### config.mk
export PLATFORM = sky130hd
export DESIGN_NAME = ps2_host_tx
export DESIGN_NICKNAME = d
export VERILOG_FILES = /design/src/rtl/ps2_host_tx_pkg.sv /design/src/rtl/ps2_host_tx_line_sync.sv /design/src/rtl/ps2_host_tx.sv
export SDC_FILE = /design/constraint.sdc
export NUM_CORES = 1
export LEC_CHECK = 0
export ABC_CLOCK_PERIOD_IN_PS = 2390
export BUFFER_PORTS_ARGS = -buffer_cell sky130_fd_sc_hd__buf_2
export CORE_MARGIN = 1.5
export CORE_UTILIZATION = 36
export CTS_CLUSTER_DIAMETER = 120
export DETAILED_ROUTE_END_ITERATION = 6
export GPL_TIMING_DRIVEN = 0
export PLACE_DENSITY_LB_ADDON = 0.15
export SYNTH_ARGS = -nofsm -noshare
export SYNTH_HDL_FRONTEND = slang
export SYNTH_SLANG_ARGS = --single-unit
export TNS_END_PERCENT = 5
### constraint.sdc
create_clock -name clk_i -period 2.39 [get_ports clk_i]
set_input_delay 0.3585 -clock clk_i [delete_from_list [all_inputs] [get_ports clk_i]]
set_output_delay 0.3585 -clock clk_i [all_outputs]
set_load 0.02 [all_outputs]
### src/rtl/ps2_host_tx_pkg.sv
// Shared definitions for the PS/2 host-to-device transmitter:
// FSM state encodings, default timing, mouse command bytes and the frame builder.
package ps2_host_tx_pkg;

   // System clock frequency the default timings below assume (documentation only).
   localparam int unsigned CLK_HZ = 50_000_000;

   // 100 us clock-low inhibit at 50 MHz before the start bit is presented.
   localparam int unsigned DEF_INHIBIT_CYCLES = 5000;

   // 20 ms watchdog from clock release to the bus returning idle.
   localparam int unsigned DEF_TIMEOUT_CYCLES = 1_000_000;

   // Commonly used mouse commands.
   localparam logic [7:0] CMD_RESET  = 8'hFF;
   localparam logic [7:0] CMD_ENABLE = 8'hF4;

   // Bits shifted out after the start bit: 8 data, parity, stop.
   localparam int unsigned FRAME_BITS = 10;

   typedef enum logic [2:0] {
      ST_IDLE      = 3'd0,
      ST_INHIBIT   = 3'd1,
      ST_RELEASE   = 3'd2,
      ST_SHIFT     = 3'd3,
      ST_ACK       = 3'd4,
      ST_WAIT_IDLE = 3'd5
   } tx_state_e;

   // Serial frame, LSB shifted first: data[7:0], odd parity, stop (1 = released).
   function automatic logic [FRAME_BITS-1:0] build_frame(input logic [7:0] data);
      return {1'b1, ~^data, data};
   endfunction

endpackage

### src/rtl/ps2_host_tx_line_sync.sv
// Purpose: 2-FF synchronizers for PS2_CLK/PS2_DAT plus a registered clock falling-edge pulse.
// Latency: sync_clk_o/sync_dat_o 2 cycles from the pin, fall_o 3 cycles from the pin.
// Backpressure: none; free-running, one pulse per observed falling edge.
module ps2_host_tx_line_sync (
   input  logic clk_i,
   input  logic rst_ni,
   input  logic ps2_clk_i,
   input  logic ps2_dat_i,
   output logic sync_clk_o,
   output logic sync_dat_o,
   output logic fall_o
);

   logic [1:0] clk_ff_q;
   logic [1:0] dat_ff_q;
   logic       clk_prev_q;
   logic       fall_q;

   // Synchronize both lines and register the falling edge of the synchronized clock.
   // Reset to the idle-high line level so leaving reset never fakes an edge.
   always_ff @(posedge clk_i or negedge rst_ni) begin
      if (!rst_ni) begin
         clk_ff_q   <= 2'b11;
         dat_ff_q   <= 2'b11;
         clk_prev_q <= 1'b1;
         fall_q     <= 1'b0;
      end else begin
         clk_ff_q   <= {clk_ff_q[0], ps2_clk_i};
         dat_ff_q   <= {dat_ff_q[0], ps2_dat_i};
         clk_prev_q <= clk_ff_q[1];
         fall_q     <= clk_prev_q & ~clk_ff_q[1];
      end
   end

   assign sync_clk_o = clk_ff_q[1];
   assign sync_dat_o = dat_ff_q[1];
   assign fall_o     = fall_q;

endmodule

### src/rtl/ps2_host_tx.sv
// Purpose: PS/2 host-to-device transmitter; sends one command byte to the mouse over open-collector lines.
// Latency: INHIBIT_CYCLES of clock inhibit, then device-paced (bit driven 4 cycles after each pin fall).
// Backpressure: send_i accepted only while idle (busy_o low); requests while busy are dropped, not queued.
module ps2_host_tx
   import ps2_host_tx_pkg::*;
#(
   // Must be at least 2: the RELEASE cycle is the last of the clock-low window.
   parameter int unsigned INHIBIT_CYCLES = DEF_INHIBIT_CYCLES,
   parameter int unsigned TIMEOUT_CYCLES = DEF_TIMEOUT_CYCLES
) (
   input  logic       clk_i,
   input  logic       rst_ni,
   input  logic       send_i,
   input  logic [7:0] command_i,
   input  logic       ps2_clk_i,
   input  logic       ps2_dat_i,
   output logic       ps2_clk_oe_o,
   output logic       ps2_dat_oe_o,
   output logic       busy_o,
   output logic       done_o,
   output logic       error_o
);

   localparam int unsigned IW = $clog2(INHIBIT_CYCLES + 1);
   localparam int unsigned WW = $clog2(TIMEOUT_CYCLES + 1);

   // Inhibit counter counts clock-low cycles starting at 1 in the first INHIBIT
   // cycle, so INHIBIT plus the RELEASE cycle hold the clock low INHIBIT_CYCLES in total.
   localparam logic [IW-1:0] INH_LAST = IW'(INHIBIT_CYCLES - 1);
   // Watchdog is 0 in the RELEASE cycle; the timeout takes effect TIMEOUT_CYCLES later.
   localparam logic [WW-1:0] WD_LAST  = WW'(TIMEOUT_CYCLES - 1);
   localparam logic [3:0]    BIT_LAST = 4'(FRAME_BITS - 1);

   tx_state_e             state_q;
   logic [FRAME_BITS-1:0] shift_q;
   logic [3:0]            bit_idx_q;
   logic [IW-1:0]         inh_q;
   logic [WW-1:0]         wd_q;
   logic                  ack_ok_q;
   logic                  busy_q;
   logic                  done_q;
   logic                  error_q;
   logic                  clk_oe_q;
   logic                  dat_oe_q;

   logic                  sync_clk;
   logic                  sync_dat;
   logic                  fall;
   logic [FRAME_BITS-1:0] frame_d;
   logic                  wd_run;
   logic                  wd_hit;

   ps2_host_tx_line_sync u_line_sync (
      .clk_i      (clk_i),
      .rst_ni     (rst_ni),
      .ps2_clk_i  (ps2_clk_i),
      .ps2_dat_i  (ps2_dat_i),
      .sync_clk_o (sync_clk),
      .sync_dat_o (sync_dat),
      .fall_o     (fall)
   );

   // Frame to load on accept and watchdog activity: it runs from RELEASE until back in IDLE.
   always_comb begin
      frame_d = build_frame(command_i);
      wd_run  = (state_q != ST_IDLE) && (state_q != ST_INHIBIT);
      wd_hit  = wd_run && (wd_q == WD_LAST);
   end

   // Transmit FSM with registered line enables and status pulses.
   always_ff @(posedge clk_i or negedge rst_ni) begin
      if (!rst_ni) begin
         state_q   <= ST_IDLE;
         shift_q   <= '0;
         bit_idx_q <= '0;
         inh_q     <= '0;
         wd_q      <= '0;
         ack_ok_q  <= 1'b0;
         busy_q    <= 1'b0;
         done_q    <= 1'b0;
         error_q   <= 1'b0;
         clk_oe_q  <= 1'b0;
         dat_oe_q  <= 1'b0;
      end else begin
         done_q  <= 1'b0;
         error_q <= 1'b0;
         if (wd_run) begin
            wd_q <= wd_q + WW'(1);
         end

         if (wd_hit) begin
            // Device stopped clocking or never let the bus go idle: give the lines back.
            clk_oe_q <= 1'b0;
            dat_oe_q <= 1'b0;
            error_q  <= 1'b1;
            busy_q   <= 1'b0;
            wd_q     <= '0;
            state_q  <= ST_IDLE;
         end else begin
            case (state_q)
               ST_IDLE: begin
                  if (send_i) begin
                     shift_q  <= frame_d;
                     busy_q   <= 1'b1;
                     clk_oe_q <= 1'b1;
                     inh_q    <= IW'(1);
                     wd_q     <= '0;
                     state_q  <= ST_INHIBIT;
                  end
               end

               ST_INHIBIT: begin
                  // Falls here come from an aborted device packet and are ignored.
                  if (inh_q == INH_LAST) begin
                     dat_oe_q <= 1'b1;   // start bit, presented before the clock is released
                     state_q  <= ST_RELEASE;
                  end else begin
                     inh_q <= inh_q + IW'(1);
                  end
               end

               ST_RELEASE: begin
                  clk_oe_q  <= 1'b0;
                  bit_idx_q <= '0;
                  state_q   <= ST_SHIFT;
               end

               ST_SHIFT: begin
                  // Change data while the device holds the clock low; it samples on the rise.
                  if (fall) begin
                     dat_oe_q <= ~shift_q[0];
                     shift_q  <= {1'b1, shift_q[FRAME_BITS-1:1]};
                     if (bit_idx_q == BIT_LAST) begin
                        state_q <= ST_ACK;   // stop bit just released
                     end else begin
                        bit_idx_q <= bit_idx_q + 4'd1;
                     end
                  end
               end

               ST_ACK: begin
                  if (fall) begin
                     ack_ok_q <= ~sync_dat;
                     state_q  <= ST_WAIT_IDLE;
                  end
               end

               ST_WAIT_IDLE: begin
                  // Report only once the device has released both lines.
                  if (sync_clk && sync_dat) begin
                     done_q  <= ack_ok_q;
                     error_q <= ~ack_ok_q;
                     busy_q  <= 1'b0;
                     wd_q    <= '0;
                     state_q <= ST_IDLE;
                  end
               end

               default: begin
                  state_q <= ST_IDLE;
               end
            endcase
         end
      end
   end

   assign ps2_clk_oe_o = clk_oe_q;
   assign ps2_dat_oe_o = dat_oe_q;
   assign busy_o       = busy_q;
   assign done_o       = done_q;
   assign error_o      = error_q;

endmodule
# == After elaboration in Yosys (flattened, before gate mapping) ==
# Cells that the tools add are included.
# classes
n_addsub,3
n_eq_ne,19
muxes,38
bitwise_logic,6
reduce_logical,20
# op_table
op,count
$mux 20,4
$pmux 20 s2,1
$mux 13,2
$pmux 13 s2,1
$mux 3,7
$add 20x1->20 const B,1
$eq 20x20->1 const B,1
$mux 10,2
$pmux 10 s2,1
$pmux 3 s6,1
$add 13x1->13 const B,1
$eq 13x13->1 const B,1
$mux 1,13
$ne 3x3->1 const B,4
$reduce_and 4->1,3
$reduce_bool 3->1,4
$reduce_and 3->1,3
$mux 4,2
$pmux 4 s2,1
$reduce_xnor 8->1,1
$eq 3x2->1 const B,2
$eq 3x3->1 const B,2
$ne 2x2->1 const B,3
$ne 3x2->1 const B,2
13 further kinds,23
# word_totals
regBits,62
out_inout_bits,5
wordCells,101

# == Longest topological paths before layout ==
# depth
depth_word,6
ltp_mapped,8

# == By module ==
# A second synthesis with hierarchy kept.
# unflattened
cells_unflattened,339
hier_area_um2,3246.9
# modules_own_cells
mod,instances,cells_each,area_each_um2,seq_area_each_um2
ps2_host_tx,1,332,3076.7,1401.3
ps2_host_tx_line_sync,1,7,170.2,156.4

# == Worst setup path before layout ==
# OpenSTA, ideal clock, no wires.
# synth_timing
kind,register to register
start,register wd_q[10]
end,register wd_q[13]
setup_ps,119
arrival_ps,1920
t_required_ps,2271
path_slack_ps,351
stages_incl_launch_ff,8
path_buffers,2
path_cell_list,dfrtp_1 > or4_1 > or3b_4 > nor2_4 > or2_1 > buf_6 > buf_12 > nor2_1
# synth_via
elab_chain_cells,5
# synth_lines
item,line,source
"start, declared",ps2_host_tx.sv:38,logic [WW-1:0] wd_q;
"start signal, assigned",ps2_host_tx.sv:88,wd_q <= wd_q + WW'(1);
$add 20x1->20,ps2_host_tx.sv:88,
$mux 20,ps2_host_tx.sv:87,if (wd_run) begin
"$mux 20, on equally long branches","ps2_host_tx.sv:150, ps2_host_tx.sv:102",
$pmux 20 s2,ps2_host_tx.sv:100,case (state_q)
$mux 20 (*),ps2_host_tx.sv:91,if (wd_hit) begin
# Mark *: on every way between the ends. The rest lies on a longest branch, timed or not.
# A chain may end at the register's enable or synchronous reset.

# == Worst setup path in the final report ==
# layout_timing
start,register wd_q[10]
end,register wd_q[18]
# Same word-level chain as after synthesis.

==> reports/results.tsv <==
stage	metric	value	unit
clocking	CTS Buf Count	9	
timing	Slew headroom	0.4488	
finish	Diodes inserted	0	
global_route	pin count of the biggest net entering global routing	63	
detailed_routing	Vias	2381	
logic_synthesis	average size of a mapped cell	9.847	µm²
clocking	Max clock buf depth	2	
detailed_routing	drc violations	0	
clocking	post-cts sizing count	0	
clocking	Num Clock Sinks	62	
clocking	hold buffers post-CTS	0	
floorplanning	Ports	18	
pwr	Worst VDD drop	0.4045	mV
logic_synthesis	Post-synth top flop	dfrtp_1	
setup_path	Worst path slowest cell	or4_1	
logic_synthesis	post-synthesis async set-or-reset flop share	1.000	
floorplanning	die footprint	0.009436	mm²
logic_synthesis	Yosys top cell area share	0.4471	
timing	Hold Vio Cnt, Final	0	
setup_path	crit path cell chain	or4_1 -> or3b_4 -> nor2_4 -> or2_1 -> buf_6 -> buf_12 -> nor2_1	
worst_hold_path	worst hold path class	in2async	
placed_design	port bufs	17	
clocking	worst-skew pair later-pin latency	0.34	ns
floorplanning	core footprint	0.008636	mm²
setup_path	Arr. time, crit path	2.47	ns
logic_synthesis	Seq/Total Area, Yosys	0.4882	
logic_synthesis	cell with the most instances after synthesis	dfrtp_1	
placed_design	placed inst area	0.003413	mm²
placed_design	pre-CTS setup slack	0.1488	ns
detailed_routing	routed vias/inst	5.120	
global_route	vias in the first global route	2387	
clocking	root buf cell	clkbuf_8	
logic_synthesis	register bit total from synthesis	62	
detailed_routing	DRT antenna net count	0	
logic_synthesis	syn nets	341	
clocking	H-tree levels	3	
logic_synthesis	distinct cell type count after synthesis	49	
clocking	CTS tree	done	
timing	max-slew violation count	0	
setup_path	CP required	2.61	ns
timing	fin worst setup slack	0.1397	ns
pwr	Leak	1.578	nW
logic_synthesis	Synth area leader	dfrtp_1	
clocking	Clk pin slew, worst setup/hold paths	0.07	ns
global_route	first-pass GRT wire length	11490	µm
placed_design	GP Congestion	0.7608	
clocking	post-CTS setup buffers	0	
detailed_routing	WL per Instance	13.70	µm
global_route	initial antenna violation count	0	
timing	final period utilization	0.9415	
placed_design	hpwl dp	4236	µm
pwr	power density cells	968.1	mW/mm²
setup_path	CP peak stage delay	0.54	ns
floorplanning	die width	97.14	µm
setup_path	crit path max fanout	10	
logic_synthesis	Post-synth EDFFs	0	
setup_path	WS Path Type	reg2reg	
timing	post-route setup TNS	0	ns
timing	unrepaired setup endpoints after global routing	false	
finish	final net count	369	
floorplanning	Row Count	34	
finish	Area Growth Syn to Fin	12.27	%
global_route	total track usage	0.1500	
finish	share of layout cells above drive strength 1	0.1401	
finish	design area	0.003582	mm²
timing	crit path time final	2.250	ns
setup_path	Startpoint Class	flip-flop	
job	max cap viols	0	
logic_synthesis	top cells by area, synth	dfrtp_1 45%, nor2_1 5.3%, xnor2_1 5.2%	
timing	Final setup viols	0	
timing	Worst Tran Pin Value	0.8153	ns
outcome	outcome	completed	
finish	Final Util	0.4148	
detailed_routing	First-pass DRT Iterations	4	
logic_synthesis	Synth top cells by count	57 x dfrtp_1, 45 x nor2_1, 30 x nand2_1	
detailed_routing	initial drt markers	109	
timing	maximum clock frequency	0.4444	GHz
logic_synthesis	synth warn	0	
timing	Min Hold Slack	0.06329	ns
timing	Setup Skew	0.01092	ns
global_route	total congestion overflow	0	
floorplanning	Die Y	97.14	µm
setup_path	Worst Setup End Kind	flip-flop	
floorplanning	initial core utilization	0.3695	
logic_synthesis	Synth Cell Area	0.003191	mm²
logic_synthesis	Post-Synthesis Cells	324	
detailed_routing	Post-Route WL	6372	µm
sequential cells by signal, summed over array words and instances (netlist names):
| name | flops |
|---|---|
| bit_idx_q | 4 |
| error_o | 1 |
| ps2_clk_oe_o | 1 |
| u_line_sync.clk_prev_q | 1 |
| ack_ok_q | 1 |
| shift_q | 10 |
| u_line_sync.clk_ff_q | 2 |
| inh_q | 13 |
| busy_o | 1 |
| ps2_dat_oe_o | 1 |
| done_o | 1 |
| u_line_sync.fall_o | 1 |
| u_line_sync.dat_ff_q | 2 |
| wd_q | 20 |
| state_q | 3 |
final cells by class:
| type | instances | area [µm²] |
|---|---|---|
| fillers | 889 | 5054 |
| flip-flops and latches | 62 | 1558 |
| multi-input cells | 243 | 1538 |
| clock buffers | 15 | 156.4 |
| well taps | 108 | 135.1 |
| repair buffers | 17 | 87.58 |
| plain buffers | 14 | 83.83 |
| inverters | 5 | 18.77 |
| clock inverters | 1 | 5.005 |
final timing paths:
path | from | to | slack (ns) | depth (start not counted)
worst max-delay path | wd_q[10] | wd_q[18] | 0.14 | 7
worst min-delay path | rst_ni | inh_q[11] | 0.06 | 1
worst max register to register | wd_q[10] | wd_q[18] | 0.14 | 7
worst min register to register | u_line_sync.clk_ff_q[0] | u_line_sync.clk_ff_q[1] | 0.36 | 0
max in group asynchronous | rst_ni | ps2_dat_oe_o | 1.77 | 1
min in group clk_i | ps2_clk_i | u_line_sync.clk_ff_q[0] | 0.11 | 1
per-layer routing:
layer  vias up  track usage  share of wire
li1       1185            -              -
met1      1155       0.2052           0.50
met2        33       0.2259           0.45
met3         8      0.04892          0.043
met4         0      0.04682          0.011
met5         -            0              0
cell usage in the layout (no fill, tap or decap), types with 3 or more instances in the layout:
cell type / netlist / layout
or2_2: 3 / 3
buf_2: 3 / 19
dfstp_2: 5 / 5
dfrtp_1: 57 / 57
ha_1: 4 / 4
and3_1: 7 / 7
nand4_1: 9 / 9
nor2b_1: 4 / 4
nand4b_1: 3 / 3
nand3_1: 20 / 20
xnor2_1: 19 / 19
a22o_1: 3 / 3
mux2i_1: 11 / 11
nor4_1: 5 / 5
nand2_1: 30 / 30
clkbuf_8: 0 / 10
nor2_1: 45 / 45
nor4b_1: 4 / 3
nand2b_1: 4 / 4
o21ai_0: 12 / 12
inv_1: 5 / 5
xor2_1: 16 / 16
nor3_1: 8 / 8
clkbuf_1: 7 / 12
a21oi_1: 8 / 8
through the flow:
stage	power [mW]	std cells
final	3.468	465
after CTS	3.506	465
after detailed placement	2.692	449
after global routing	3.765	465
after floorplan	2.365	324
after global placement	2.672	449
worst max-delay path: cells and delay by family (launching register included):
kind	cells	cell delay [ns]
flops	1	0.41
simple gates	5	1.45
buf+inv	2	0.28
cells by family after synthesis:
group,count (synthesis),synth area share
muxes,11,0.03451
adders and majority gates,4,0.01569
and+or+nand+nor,153,0.2463
buffers and inverters,19,0.03216
AOI/OAI and AO/OA,40,0.08706
DFF,62,0.4882
xor gates and xnor gates,35,0.09608
where the power goes:
part           leakage [nW]  switching [mW]  internal [mW]
Combinational         0.697           0.727          0.481
Clock                0.0817           0.385          0.406
Sequential            0.799           0.187           1.28
Total                  1.58            1.30           2.17
(Power assumes the default switching activity.)
